[config.mk]
export PLATFORM = sky130hd
export DESIGN_NAME = imem_loader
export DESIGN_NICKNAME = d
export VERILOG_FILES = /design/src/rtl/imem_loader.sv
export SDC_FILE = /design/constraint.sdc
export NUM_CORES = 1
export LEC_CHECK = 0
export BUFFER_PORTS_ARGS = -buffer_cell sky130_fd_sc_hd__buf_4
export CORE_MARGIN = 4
export CORE_UTILIZATION = 55
export DETAILED_ROUTE_END_ITERATION = 7
export PLACE_DENSITY = 0.8
export SYNTH_ARGS = -nofsm -noshare
export SYNTH_HDL_FRONTEND = slang
export SYNTH_SLANG_ARGS = --single-unit
[constraint.sdc]
create_clock -name CLOCK_50 -period 2.55 [get_ports CLOCK_50]
set_input_delay 0.51 -clock CLOCK_50 [delete_from_list [all_inputs] [get_ports CLOCK_50]]
set_output_delay 0.51 -clock CLOCK_50 [all_outputs]
set_load 0.01 [all_outputs]
[src/rtl/imem_loader.sv]
// Boot-time loader: packs a little-endian byte stream into 32-bit words, writes them
// to consecutive instruction memory addresses and holds the core until the load is done.
module imem_loader #(
    parameter int ADDR_W = 5,
    parameter int DEPTH  = 32,
    parameter int WORD_W = 32
) (
    input  logic              CLOCK_50,
    input  logic              reset,
    input  logic              start,
    input  logic [ADDR_W:0]   word_count,
    input  logic              byte_valid,
    input  logic [7:0]        byte_data,
    output logic              byte_ready,
    output logic              imem_wren,
    output logic [ADDR_W-1:0] imem_addr,
    output logic [WORD_W-1:0] imem_wdata,
    output logic              cpu_hold,
    output logic              busy,
    output logic              done,
    output logic              error,
    output logic [7:0]        checksum
);

    typedef enum logic [2:0] {
        S_IDLE,
        S_RECV,
        S_WRITE,
        S_DONE,
        S_ERR
    } state_t;

    localparam logic [ADDR_W:0] DEPTH_C = (ADDR_W + 1)'(DEPTH);

    state_t            state;
    logic [1:0]        byte_idx;
    logic [ADDR_W-1:0] last_addr;
    logic              count_bad;
    logic              accept;

    function automatic logic [7:0] csum_add(input logic [7:0] sum, input logic [7:0] b);
        return sum + b;
    endfunction

    always_comb begin
        count_bad = (word_count == '0) || (word_count > DEPTH_C);
        accept    = byte_valid && byte_ready;
    end

    always_ff @(posedge CLOCK_50) begin
        if (reset) begin
            state      <= S_IDLE;
            cpu_hold   <= 1'b1;
            byte_ready <= 1'b0;
            imem_wren  <= 1'b0;
            busy       <= 1'b0;
            done       <= 1'b0;
            error      <= 1'b0;
            imem_addr  <= '0;
            imem_wdata <= '0;
            checksum   <= '0;
            byte_idx   <= '0;
            last_addr  <= '0;
        end else begin
            case (state)
                S_IDLE, S_DONE, S_ERR: begin
                    if (start) begin
                        cpu_hold <= 1'b1;
                        done     <= 1'b0;
                        if (count_bad) begin
                            state <= S_ERR;
                            error <= 1'b1;
                        end else begin
                            state      <= S_RECV;
                            error      <= 1'b0;
                            busy       <= 1'b1;
                            byte_ready <= 1'b1;
                            imem_addr  <= '0;
                            imem_wdata <= '0;
                            checksum   <= '0;
                            byte_idx   <= '0;
                            // word_count of DEPTH truncates to 0, so 0-1 wraps to DEPTH-1
                            last_addr  <= word_count[ADDR_W-1:0] - 1'b1;
                        end
                    end
                end

                S_RECV: begin
                    if (accept) begin
                        imem_wdata[{byte_idx, 3'b000} +: 8] <= byte_data;
                        checksum <= csum_add(checksum, byte_data);
                        byte_idx <= byte_idx + 1'b1;
                        if (byte_idx == 2'd3) begin
                            state      <= S_WRITE;
                            byte_ready <= 1'b0;
                            imem_wren  <= 1'b1;
                        end
                    end
                end

                S_WRITE: begin
                    imem_wren <= 1'b0;
                    if (imem_addr == last_addr) begin
                        state    <= S_DONE;
                        busy     <= 1'b0;
                        done     <= 1'b1;
                        cpu_hold <= 1'b0;
                    end else begin
                        state      <= S_RECV;
                        imem_addr  <= imem_addr + 1'b1;
                        byte_idx   <= '0;
                        byte_ready <= 1'b1;
                    end
                end

                default: begin
                    state      <= S_IDLE;
                    byte_ready <= 1'b0;
                    imem_wren  <= 1'b0;
                    busy       <= 1'b0;
                    cpu_hold   <= 1'b1;
                end
            endcase
        end
    end

endmodule

Yosys cells after proc, flatten, opt, wreduce, memory -nomap -nowiden
Index checks and enable logic that the tools add are counted.

Flip-flop bits (word level): 61. Logic and storage cells: 95.

Order comparisons: 1. Eq/ne operators: 12. Shift operators: 2. $add $sub $neg: 5. Reductions and logical operators: 19. Mux-type cells: 41. Bitwise operators: 3.

Operator list (count): $mux W32 (3); $pmux W32 S2 (1); $bwmux W32 (1); $shift A8 B7 Y32 const A (1); $shiftx A8 B7 Y32 (1); $mux W8 (3); $pmux W8 S2 (1); $mux W5 (3); $reduce_and A3 Y1 (5); $mux W1 (12); $mux W3 (4); $ne A2 B2 Y1 const B (6); $reduce_and A4 Y1 (3); $mux W2 (5); $pmux W5 S2 (1); $reduce_and A5 Y1 (2); $pmux W1 S3 (3); $pmux W3 S3 (1); $add A8 B8 Y8 (1); $neg A5 Y7 (1); $eq A3 B2 Y1 const B (2); $gt A6 B6 Y1 const B (1); $logic_not A6 Y1 (1); $pmux W2 S3 (1); 16 further kinds (20).

Depth between registers and ports, before layout
Depth in word-level cells: 5. Gate-level depth with buffers: 9. Mapped depth without buffers: 7.

Least setup slack after synthesis
Ideal clock, no wire load.

Path type: input port to flip-flop. From: input port word_count[0]. To: register imem_wdata[15]. Required time: 2.449 ns. Arrival time: 1.917 ns. Library setup time: 0.101 ns. Buffers on the path: 1. Stages: 8. Slack: 0.532 ns. Cells stage by stage: inv_1 > ha_1 > nor4b_4 > xnor2_2 > a21oi_2 > or2_1 > buf_6 > o41ai_1.

Cells in the longest elaborated chain, start to end: 4. Elaborated cells on any way between the ends: 5. Classes of those cells: order compare (1); eq/ne (1); reduce/logical (3).

Ends and longest elaborated chain: start: declaration (RTL line 11) `input logic [ADDR_W:0] word_count,`; $gt A6 B6 Y1 / $logic_not A6 Y1 (equally long branches) (RTL line 46) `count_bad = (word_count == '0) || (word_count > DEPTH_C);`; $logic_or A1 B1 Y1 (*) (RTL line 46); $ne A2 B2 Y1 (no source line) (*); $reduce_and A4 Y1 (no source line) (*); end signal: indexed assignment (RTL line 90) `imem_wdata[{byte_idx, 3'b000} +: 8] <= byte_data;`; end: declaration (RTL line 17) `output logic [WORD_W-1:0] imem_wdata,`.

Mark *: on every way between the ends. The rest lies on a longest branch, timed or not. A chain may end at the register's enable or synchronous reset.

Worst setup path after layout
From: register state[0]. To: register imem_wdata[12].

Cells in the longest elaborated chain, start to end: 4. Elaborated cells on any way between the ends: 11. Classes of those cells: eq/ne (6); mux (1); reduce/logical (4).

Ends and longest elaborated chain: start: declaration (RTL line 35) `state_t state;`; start signal: assignment (RTL line 52) `state <= S_IDLE;`; start signal: assignment (RTL line 71) `state <= S_ERR;`; start signal: assignment (RTL line 74) `state <= S_RECV;`; $eq A3 B2 Y1 (tied with other cells) (RTL line 65) `case (state)`; $reduce_or A3 Y1 (RTL line 65); $ne A2 B2 Y1 (no source line) / $reduce_bool A2 Y1 (equally long branches); $reduce_and A4 Y1 (no source line).

Parallel ways exist; a longest one is shown, timed or not.

==> flow_summary.toml <==
[yosys]
synth_top_family_by_area = "compound AO/OA/AOI/OAI gates"
synth_fp_nets = 415
synth_cells = 381
synthAdderAreaFrac_pct = 6.29
yosys_most_used_dff = "dfxtp_1"
yosys.area.top_type = "dfxtp_1"
synth_xor_area_share_pct = 3.14
synthSimpleGateAreaFrac_pct = 23.8
syn-mean-instance-area_um2 = 8.67
ys_seq_area_share_pct = 37.0
synth_top_area_share_pct = 37.0
synth_compound_area_share_pct = 24.1
synth_edf_count = 0
synth_mux_area_share_pct = 0
synth_area_leaders = "dfxtp_1 37%, nand4b_1 6.6%, ha_1 5.7%"
synth-seq-cells = 61
async_flop_share_pct = 0
syn_area_um2 = 3300
synth_cell_types = 59
ys.warnings.count = 0

[detailed_routing]
wl_per_cell_um = 16.5
dr.first_iter.drc_count = 245
dr_wl_met3_um = 560
routedLengthMet1_um = 3740
drtAntennaViolNets = 0
dr_total_vias = 3151
wl_um = 8500
via_per_inst = 6.11
drc = 0
firstDrtPassIters = 5
dr_wl_met2_um = 3980
maxUsedRoutingLayer = "met4"

[floorplan]
start_util_pct = 58.2
num_rows = 27
ios = 69
core_area_um2 = 5680
die_h_um = 85.5
dieArea_um2 = 7310
die-width_um = 85.5

[setup_path]
r2r_slack_ns = 0.46
critPathMaxFanout = 10
rr_worst_depth = 5
reg2reg_to = "imem_wdata[12]"
cp.required_ns = 2.78
cp-start-kind = "flop"
critPathArrivalTime_ns = 2.32
critPathKind = "reg2reg"
worstSetupStartpoint = "state[0]"
r2r-start = "state[0]"
crit_path_end = "imem_wdata[12]"
endpoint_kind = "flop"

[cells_and_area]
final_nets = 474
syn_to_final_growth_pct = 23.8
num_antenna_cells = 0
layout_commonest_cell = "buf_4"
final_cell_mix = "75 x buf_4, 61 x dfxtp_1, 36 x a21oi_1, 33 x o21ai_0, 27 x nor2_1"
finalNonFillerCells = 516
drive_above_1_share_pct = 23.2
design_area_um2 = 4090

[clock_network]
cts_buffers = 9
cts_root_buffer = "clkbuf_8"
clock_latency_ns = 0.34
cts_max_path_buffers = 2
cts_tree = "built"
post-cts-setup-buffers = 0
cts_resized = 0
htree_levels = 3
numClockSinks = 61
clkSlewWorstSetupHoldPaths_ns = 0.07
cts_hold_buf = 0

[sta]
timing.final.ws_setup_ns = 0.464
setup_viol = 0
maxSlewViolCount = 0
hold_violations = 0
finClkSkew_ns = 0.00976
min_period_over_period_pct = 81.8
finalSetupTns_ns = 0
post-route-min-period_ns = 2.09
worstMarginPinSlew_ns = 0.542
max_freq_ghz = 0.479
slew_headroom_pct = 63.8
grt_setup_unrepaired = "no"

[power_and_ir_drop]
fin_total_pwr_mw = 2.42
power_density_nw_per_um2 = 591
peakVddDrop_mv = 0.384
p_leak_nw = 1.65

[global_route]
grt_overflow = 0
antenna_found_initial = 0
grt_max_degree = 59
grt_pass1_vias = 2891
grtUsageTotal_pct = 23.3
grt_pass1_wl_um = 14000

[status]
status = "finished, final reports clean"

[place]
dp.cells = 501
pre_cts_ws_ns = 0.215
placement.cell_area_um2 = 3840
hpwlAfterDp_um = 5850
gp_congestion = 0.903
port_buffers = 68

[min_path]
hold_class = "in2reg"

[flow_run]
max_cap_violations = 0
==> cells in the mapped netlist, types with 10 or more instances <==
cell type,instances
clkbuf_1,14
a21oi_1,36
a211oi_1,10
o21ai_0,33
nor2_1,27
dfxtp_1,61
ha_1,15
nand2_1,17
inv_1,15
nand3_1,14
nand4b_1,25
==> cells by family (layout without fill, tap and decap cells) <==
logic type / count (synthesis) / count (layout)
compound gates: 125 / 125
xor+xnor: 11 / 11
fa+ha+maj: 16 / 16
buf+inv: 43 / 106
flops: 61 / 61
simple gates: 125 / 125
==> final cells by class <==
type / count / area (µm²)
Clock inverter: 4 / 95.1
Tap cell: 72 / 90.1
Clock buffer: 11 / 151
Timing Repair Buffer: 76 / 583
Fill cell: 474 / 1590
Sequential cell: 61 / 1220
Multi-Input combinational cell: 277 / 1890
Inverter: 15 / 56.3
==> how the worst min path moves through the flow <==
stage / from / end / slack (ns) / cells after the start
floorplan: done / done / 0.48 / 2
detailed placement: imem_wren / imem_wren / 0.46 / 2
global route: word_count[0] / last_addr[0] / 0.38 / 2
CTS: word_count[0] / last_addr[0] / 0.36 / 2
finish: word_count[0] / last_addr[0] / 0.37 / 2
global placement: done / done / 0.45 / 2
==> power by group <==
part / switching (mW) / internal [mW] / total, mW
clock: 0.379 / 0.696 / 1.08
combinational: 0.210 / 0.131 / 0.341
sequential: 0.0237 / 0.976 / 0.999
==> critical path: stages, from the launching register on <==
cell and delay (ns):
dfxtp_1 0.51, nor2b_4 0.28, nor3b_4 0.40, a21oi_2 0.09, or2_1 0.36, o41ai_1 0.34
==> routing by layer <==
metal  track usage (%)  vias up
met1              30.5     1496
met3              4.51       21
met5                 0        -
li1                  -     1536
met4              10.1        0
met2              37.6       98
==> stage by stage <==
stage                     hold slack (ns)  utilization, %
after floorplan                     0.478               -
after detailed placement            0.461            67.7
final                               0.368            72.1
after CTS                           0.364            72.1
after global placement              0.452            67.7
after global routing                0.381            72.1
==> state kept, by name, indices dropped and copies added, names as in the netlist <==
name and flops:
imem_wdata 32, checksum 8, imem_addr 5, last_addr 5
state 3, byte_idx 2, busy 1, byte_ready 1
cpu_hold 1, done 1, error 1, imem_wren 1
(Power assumes the default switching activity.)
